$ cat src/rtl/hci_core_mux_static_ctrl.sv
// Select/handshake controller for the HCI static mux: drains all
// outstanding transactions before moving sel_o to a new channel.
//
// Ports:
//   clk_i, rst_ni (sync, active-low), clear_i (sync soft clear)
//   switch_req_i/switch_sel_i -> switch_ack_o, busy_o, sel_o
//   mux_req_i -> tcdm_req_o ; tcdm_gnt_i -> mux_gnt_o
//   r_valid_i & r_ready_i retire responses ; cnt_o outstanding count
//   err_o sticky protocol error (underflow or bad target)
module hci_core_mux_static_ctrl #(
  parameter int unsigned NB_CHAN         = 2,
  parameter int unsigned MAX_OUTSTANDING = 8,
  parameter int unsigned DEFAULT_SEL     = 0,
  localparam int unsigned SW = $clog2(NB_CHAN-1)+1,
  localparam int unsigned CW = $clog2(MAX_OUTSTANDING+1)
) (
  input  logic          clk_i,
  input  logic          rst_ni,
  input  logic          clear_i,
  input  logic          switch_req_i,
  input  logic [SW-1:0] switch_sel_i,
  output logic          switch_ack_o,
  output logic          busy_o,
  output logic [SW-1:0] sel_o,
  input  logic          mux_req_i,
  output logic          mux_gnt_o,
  output logic          tcdm_req_o,
  input  logic          tcdm_gnt_i,
  input  logic          r_valid_i,
  input  logic          r_ready_i,
  output logic [CW-1:0] cnt_o,
  output logic          err_o
);

  typedef enum logic [1:0] {
    RUN    = 2'd0,
    DRAIN  = 2'd1,
    SWITCH = 2'd2
  } state_e;

  state_e        state_q;
  logic [SW-1:0] sel_q;
  logic [SW-1:0] tgt_q;
  logic [CW-1:0] cnt_q;
  logic          pend_q;
  logic          ack_q;
  logic          busy_q;
  logic          err_q;

  logic allow;
  logic below_max;
  logic inc;
  logic dec;
  logic tgt_ok;

  assign below_max = cnt_q < CW'(MAX_OUTSTANDING);

  // In DRAIN only a request already on the bus may complete;
  // new requests stay blocked until the select has moved.
  always_comb begin
    allow = 1'b0;
    unique case (state_q)
      RUN:     allow = below_max;
      DRAIN:   allow = pend_q & below_max;
      SWITCH:  allow = 1'b0;
      default: allow = 1'b0;
    endcase
  end

  assign tcdm_req_o = mux_req_i & allow;
  assign mux_gnt_o  = tcdm_gnt_i & tcdm_req_o;

  assign inc    = tcdm_req_o & tcdm_gnt_i;
  assign dec    = r_valid_i & r_ready_i;
  assign tgt_ok = 32'(tgt_q) < NB_CHAN;

  always_ff @(posedge clk_i) begin
    if (!rst_ni || clear_i) begin
      state_q <= RUN;
      sel_q   <= SW'(DEFAULT_SEL);
      tgt_q   <= SW'(DEFAULT_SEL);
      cnt_q   <= '0;
      pend_q  <= 1'b0;
      ack_q   <= 1'b0;
      busy_q  <= 1'b0;
      err_q   <= 1'b0;
    end else begin
      pend_q <= (tcdm_req_o & ~tcdm_gnt_i)
              | (pend_q & mux_req_i & ~inc);

      if (inc && !dec) begin
        cnt_q <= cnt_q + CW'(1);
      end else if (dec && !inc) begin
        if (cnt_q == '0) err_q <= 1'b1;
        else             cnt_q <= cnt_q - CW'(1);
      end

      ack_q <= 1'b0;

      unique case (state_q)
        RUN: begin
          if (switch_req_i) begin
            tgt_q   <= switch_sel_i;
            state_q <= DRAIN;
            busy_q  <= 1'b1;
          end
        end
        DRAIN: begin
          // A grant this cycle adds one more response to wait for.
          if (cnt_q == '0 && !pend_q && !inc) begin
            state_q <= SWITCH;
            ack_q   <= 1'b1;
            if (tgt_ok) sel_q <= tgt_q;
            else        err_q <= 1'b1;
          end
        end
        SWITCH: begin
          state_q <= RUN;
          busy_q  <= 1'b0;
        end
        default: begin
          state_q <= RUN;
          busy_q  <= 1'b0;
        end
      endcase
    end
  end

  assign switch_ack_o = ack_q;
  assign busy_o       = busy_q;
  assign sel_o        = sel_q;
  assign cnt_o        = cnt_q;
  assign err_o        = err_q;

endmodule

$ cat config.mk
export PLATFORM = sky130hd
export DESIGN_NAME = hci_core_mux_static_ctrl
export DESIGN_NICKNAME = d
export VERILOG_FILES = /design/src/rtl/hci_core_mux_static_ctrl.sv
export SDC_FILE = /design/constraint.sdc
export NUM_CORES = 1
export LEC_CHECK = 0
export BUFFER_PORTS_ARGS = -buffer_cell sky130_fd_sc_hd__buf_2
export CAP_MARGIN = 25
export CORE_AREA = 4 4 41 43
export DETAILED_ROUTE_END_ITERATION = 6
export DIE_AREA = 0 0 45 47
export GPL_TIMING_DRIVEN = 0
export PLACE_DENSITY = 0.72
export SYNTH_ARGS = -nofsm -noshare
export SYNTH_HDL_FRONTEND = slang
export SYNTH_SLANG_ARGS = --single-unit
$ cat constraint.sdc
create_clock -name clk_i -period 2.6 [get_ports clk_i]
set_clock_uncertainty 0.05 [all_clocks]
set_input_delay 0.65 -clock clk_i [delete_from_list [all_inputs] [get_ports clk_i]]
set_output_delay 0.65 -clock clk_i [all_outputs]
set_load 0.03 [all_outputs]
# Yosys cells after proc, flatten, opt, wreduce, memory -nomap -nowiden
# Cells that the tools add are included.
dict set report word_totals {
  ff_bits 12
}
dict set report classes {
  add_sub_neg 2
  n_lt_le_gt_ge 1
  n_eq_ne 4
  n_mux 10
  bitwise 12
  n_reduce_logical 19
}
# operator count
set op_table {}
lappend op_table {{4-bit 2-to-1 mux} 3}
lappend op_table {{2-bit AND reduction} 5}
lappend op_table {{1-bit AND} 7}
lappend op_table {{2-bit != test (second input constant)} 3}
lappend op_table {{4-bit by 1-bit adder with 4-bit output (second input constant)} 1}
lappend op_table {{1-bit logical AND} 4}
lappend op_table {{1-bit zero test} 4}
lappend op_table {{4-bit zero test} 1}
lappend op_table {{4-bit < comparator (second input constant)} 1}
lappend op_table {{2-bit 2-to-1 mux} 2}
lappend op_table {{1-bit NOT} 4}
lappend op_table {{1-bit case mux with 2 select lines} 2}
lappend op_table {{2-bit case mux with 2 select lines} 1}
lappend op_table {{4-bit by 1-bit subtractor with 4-bit output (second input constant)} 1}
lappend op_table {{3-bit AND reduction} 1}
lappend op_table {{2-bit by 1-bit equality test with 1-bit output (second input constant)} 1}
lappend op_table {{2-bit zero test} 1}
lappend op_table {{1-bit 2-to-1 mux} 2}
lappend op_table {{2-bit nonzero test} 1}
lappend op_table {{2-bit OR reduction} 1}
lappend op_table {{1-bit logical OR} 1}
lappend op_table {{1-bit OR} 1}

# Longest topological paths before layout
dict set report logic_depth {
  ltp_word 9
  depth_mapped 11
  depth_no_buf 11
}

# Worst setup path before layout
# No wires, ideal clock.
dict set report synth_path {
  path_type {input -> register}
  from {in mux_req_i}
  to {reg cnt_q[3] (netlist: cnt_o[3])}
  setup_time_ps 123
  arrival_time_ps 2844
  required_ps 2427
  slack_ps -417
  cell_stages 10
  path_cell_list {nor4b_4 -> nand2_1 -> inv_1 -> ha_1 -> inv_1 -> ha_1 -> a21oi_1 -> a211oi_1 -> a31oi_1 -> mux2_1}
}
dict set report synth_between {
  elab_chain_len 6
  word_cells_on_any_way 9
  cone_classes {eq/ne (1); mux (1); bitwise (2); reduce/logical (5)}
}
# element line
set synth_rtl {}
lappend synth_rtl {{from (decl)} 25} ;# input logic mux_req_i,
lappend synth_rtl {{1-bit AND (*)} 70} ;# assign tcdm_req_o = mux_req_i & allow;
lappend synth_rtl {{1-bit AND (*)} -}
lappend synth_rtl {{via mux_gnt_o} 26} ;# output logic mux_gnt_o,
lappend synth_rtl {{1-bit zero test} 93} ;# end else if (dec && !inc) begin
lappend synth_rtl {{1-bit logical AND} 93}
lappend synth_rtl {{2-bit nonzero test (no source line)} -}
lappend synth_rtl {{2-bit AND reduction (no source line)} -}
lappend synth_rtl {{to (signal assigned)} 92} ;# cnt_q <= cnt_q + CW'(1);
lappend synth_rtl {{to (signal assigned)} 95} ;# else cnt_q <= cnt_q - CW'(1);
lappend synth_rtl {{to (decl)} 44} ;# logic [CW-1:0] cnt_q;
# Mark *: on every way through the listed nets, which the timed path passes. The rest lies on a longest branch.
# A chain may end at the register's enable or synchronous reset.

# Worst setup path after layout
dict set report layout_path {
  from {reg pend_q}
  to {reg cnt_q[3] (netlist: cnt_o[3])}
}
dict set report layout_between {
  elab_chain_len 8
  word_cells_on_any_way 11
  cone_classes {eq/ne (1); mux (2); bitwise (3); reduce/logical (5)}
}
# element line
set layout_rtl {}
lappend layout_rtl {{from (decl)} 45} ;# logic pend_q;
lappend layout_rtl {{from (signal assigned)} 88} ;# pend_q <= (tcdm_req_o & ~tcdm_gnt_i)
lappend layout_rtl {{1-bit AND (*)} 64} ;# DRAIN: allow = pend_q & below_max;
lappend layout_rtl {{1-bit case mux with 2 select lines (*)} 62} ;# unique case (state_q)
lappend layout_rtl {{1-bit AND (*)} 70}
lappend layout_rtl {{1-bit AND (*)} 73} ;# assign inc = tcdm_req_o & tcdm_gnt_i;
lappend layout_rtl {{1-bit zero test} 93}
lappend layout_rtl {{1-bit logical AND} 93}
lappend layout_rtl {{2-bit nonzero test (no source line)} -}
lappend layout_rtl {{2-bit AND reduction (no source line)} -}
# Every way passes the cells marked *; elsewhere a longest branch is shown, timed or not.

==> reports/qor.csv <==
metric,value,unit
status,"finished, final reports clean",
Post-CTS Setup Bufs,0,
r2r setup slk,0.18,ns
total of max-cap violations,0,
CTS root buf,clkbuf_4,
io pins,19,
"critical path fanouts, max",5,
Syn Inst Count,64,
synth unique cells,25,
core area,1300,um^2
Worst-path clk slew,0.08,ns
P_leak,0.343,nW
Area growth syn-to-layout,31.6,%
synth cell count leaders,"dfxtp_1 (12), nor2_1 (8), a21oi_1 (6), nand2_1 (6), inv_1 (5)",
Max-slew headroom,0.722,
sequential-to-total area share from yosys stat,0.397,
Yosys top cell area share,0.397,
CTS max path bufs,2,
RSZ-0062 raised after global routing,no,
area occupied by registers,240,um^2
post-cts resize count,0,
fin cells,101,
Crit path top cell by count,inv_4,
first drt pass iteration count,4,
initial antenna violation count,0,
Starting DRT DRC Count,1,
CP max stage delay,0.33,ns
fmax,414,MHz
clk sink count,12,
# DRC,0,
actual slew at the worst max-slew pin,0.417,ns
Nets,101,
Final Cycle Share,0.929,
CTS tree,yes,
Fillers,130,
"Slowest-stage cell, CP",dfxtp_1,
GP Congestion,0.693,
hold path start,err_o$_SDFFE_PP0P_,
top post-synthesis cells by area,"dfxtp_1 (40%), ha_1 (8.3%), a21oi_1 (5.0%)",
Final ANT Viol Nets,0,
placed cells,97,
first-pass GRT wire length,2.06,mm
syn_nets,78,
Pwr Density,530,nW/um^2
Die Y,47,um
synthesized area,606,um^2
Yosys Warn Count,0,
Critical R2R Launch,pend_q$_SDFF_PP0_,
cts bufs inserted,3,
CP startpoint,pend_q$_SDFF_PP0_,
PortBufs,18,
WL final,1.15,mm
Final setup viols,0,
most numerous cell in the Yosys netlist,dfxtp_1,
Initial Util,0.465,
post-DR wirelength/cell,11.4,um
Multi-input gate area,384,um^2
CP Class,reg -> reg,
crit-path cells,and2b_1 > nor4b_4 > nand2_2 > inv_4 > ha_4 > inv_4 > ha_1 > nand3_2 > a211oi_2 > a31oi_1 > mux2_1,
diode count,0,
number of global-route vias before repair,498,
layout cell share with drive strength beyond 1,0.395,
"EDFF count, synth",0,
later-pin clock latency in the skew report,0.27,ns
vias,513,
Tmin final,2.42,ns
worst path arrival time,2.52,ns
DP Wirelength,905,um
# rows,13,
worst min path class,reg -> reg,
GRT overflow,0,
Startpoint Class,flop,
"Slew Viols, Final",0,
CP endpoint kind,flop,
Worst Path Required,2.71,ns
H-tree Lvls,1,
Hold Slack,0.426,ns
Avg Synthesized Cell Area,9.46,um^2
final hold vios,0,
Post-CTS Hold Buffers,0,
die area,2120,um^2
Die W,45,um
"Primary FF master, synth",dfxtp_1,
"area leader, netlist",dfxtp_1,
largest net degree at the start of global routing,11,
Worst IR Drop VDD,0.000224,V
ys async rst share,0,
#FFs+latches synth,12,
Via-to-Cell Ratio,5.08,
Total GRT Usage,0.139,
power by group:
| part | switching, W | total (W) | internal, W |
|---|---|---|---|
| sequential | 0.00000655 | 0.000196 | 0.000189 |
| combinational | 0.0000462 | 0.0000797 | 0.0000335 |
| clock | 0.0000619 | 0.000147 | 0.0000850 |
sequential cells by signal, indices dropped and copies added (netlist names):
name / count
sel_o: 1
switch_ack_o: 1
cnt_o: 4
pend_q: 1
busy_o: 1
tgt_q: 1
err_o: 1
state_q: 2
final cells by class:
type / instances / share of cell area
tap: 15 / 0.0235
inverter: 5 / 0.0298
timing repair buffer: 18 / 0.113
clock buffer: 4 / 0.0455
buffer: 1 / 0.00471
multi-input combinational: 46 / 0.482
sequential: 12 / 0.301
worst paths after layout:
| check | to | cells past startpoint |
|---|---|---|
| setup / recovery | cnt_o[3]$_SDFFE_PP0P_ | 11 |
| hold / removal | err_o$_SDFFE_PP0P_ | 2 |
| setup reg to reg | cnt_o[3]$_SDFFE_PP0P_ | 11 |
| hold reg to reg | err_o$_SDFFE_PP0P_ | 2 |
routing by layer:
layer / GRT usage / share of wire
met1: 0.157 / 0.45
met2: 0.234 / 0.48
met5: 0 / 0
met3: 0.0115 / 0.044
met4: 0.123 / 0.023
metrics by stage:
step	power (W)	setup WS [ns]	setup TNS [ns]	instance area, um^2	util
2_1_floorplan	0.000260	-0.140	-0.140	652	-
3_3_place_gp	0.000279	0.0859	0	761	0.585
3_5_place_dp	0.000281	0.0491	0	761	0.585
4_1_cts	0.000429	0.185	0	797	0.613
5_1_grt	0.000444	0.0345	0	797	0.613
6_report	0.000422	0.185	0	797	0.613
critical path, delay by kind of cell (launching register included):
kind	cells	cell delay (ns)
flops	1	0.33
mux	1	0.31
compound gates	2	0.30
simple gates	4	0.76
buf+inv	2	0.13
fa+ha+maj	2	0.42
cell usage in the layout (no fill, tap or decap), types with 2 or more instances in the layout:
| cell | instances |
|---|---|
| nand2_1 | 5 |
| xnor2_1 | 2 |
| a21oi_1 | 5 |
| ha_1 | 2 |
| ha_4 | 2 |
| buf_2 | 18 |
| nor3_1 | 3 |
| inv_1 | 3 |
| clkbuf_4 | 3 |
| inv_4 | 2 |
| dfxtp_1 | 12 |
| nor2_1 | 8 |
cell families (layout without fill, tap and decap cells):
group                    count (synthesis)  in the layout  synth area share
AO/OA/AOI/OAI                           11             11             0.107
XOR/XNOR                                 2              2            0.0289
adder cells (fa/ha/maj)                  5              5             0.116
buffers and inverters                    6             28            0.0372
flip-flops                              12             12             0.397
multiplexers                             3              3            0.0537
AND/OR/NAND/NOR                         25             25             0.260
Power figures use the tool's default switching activity.
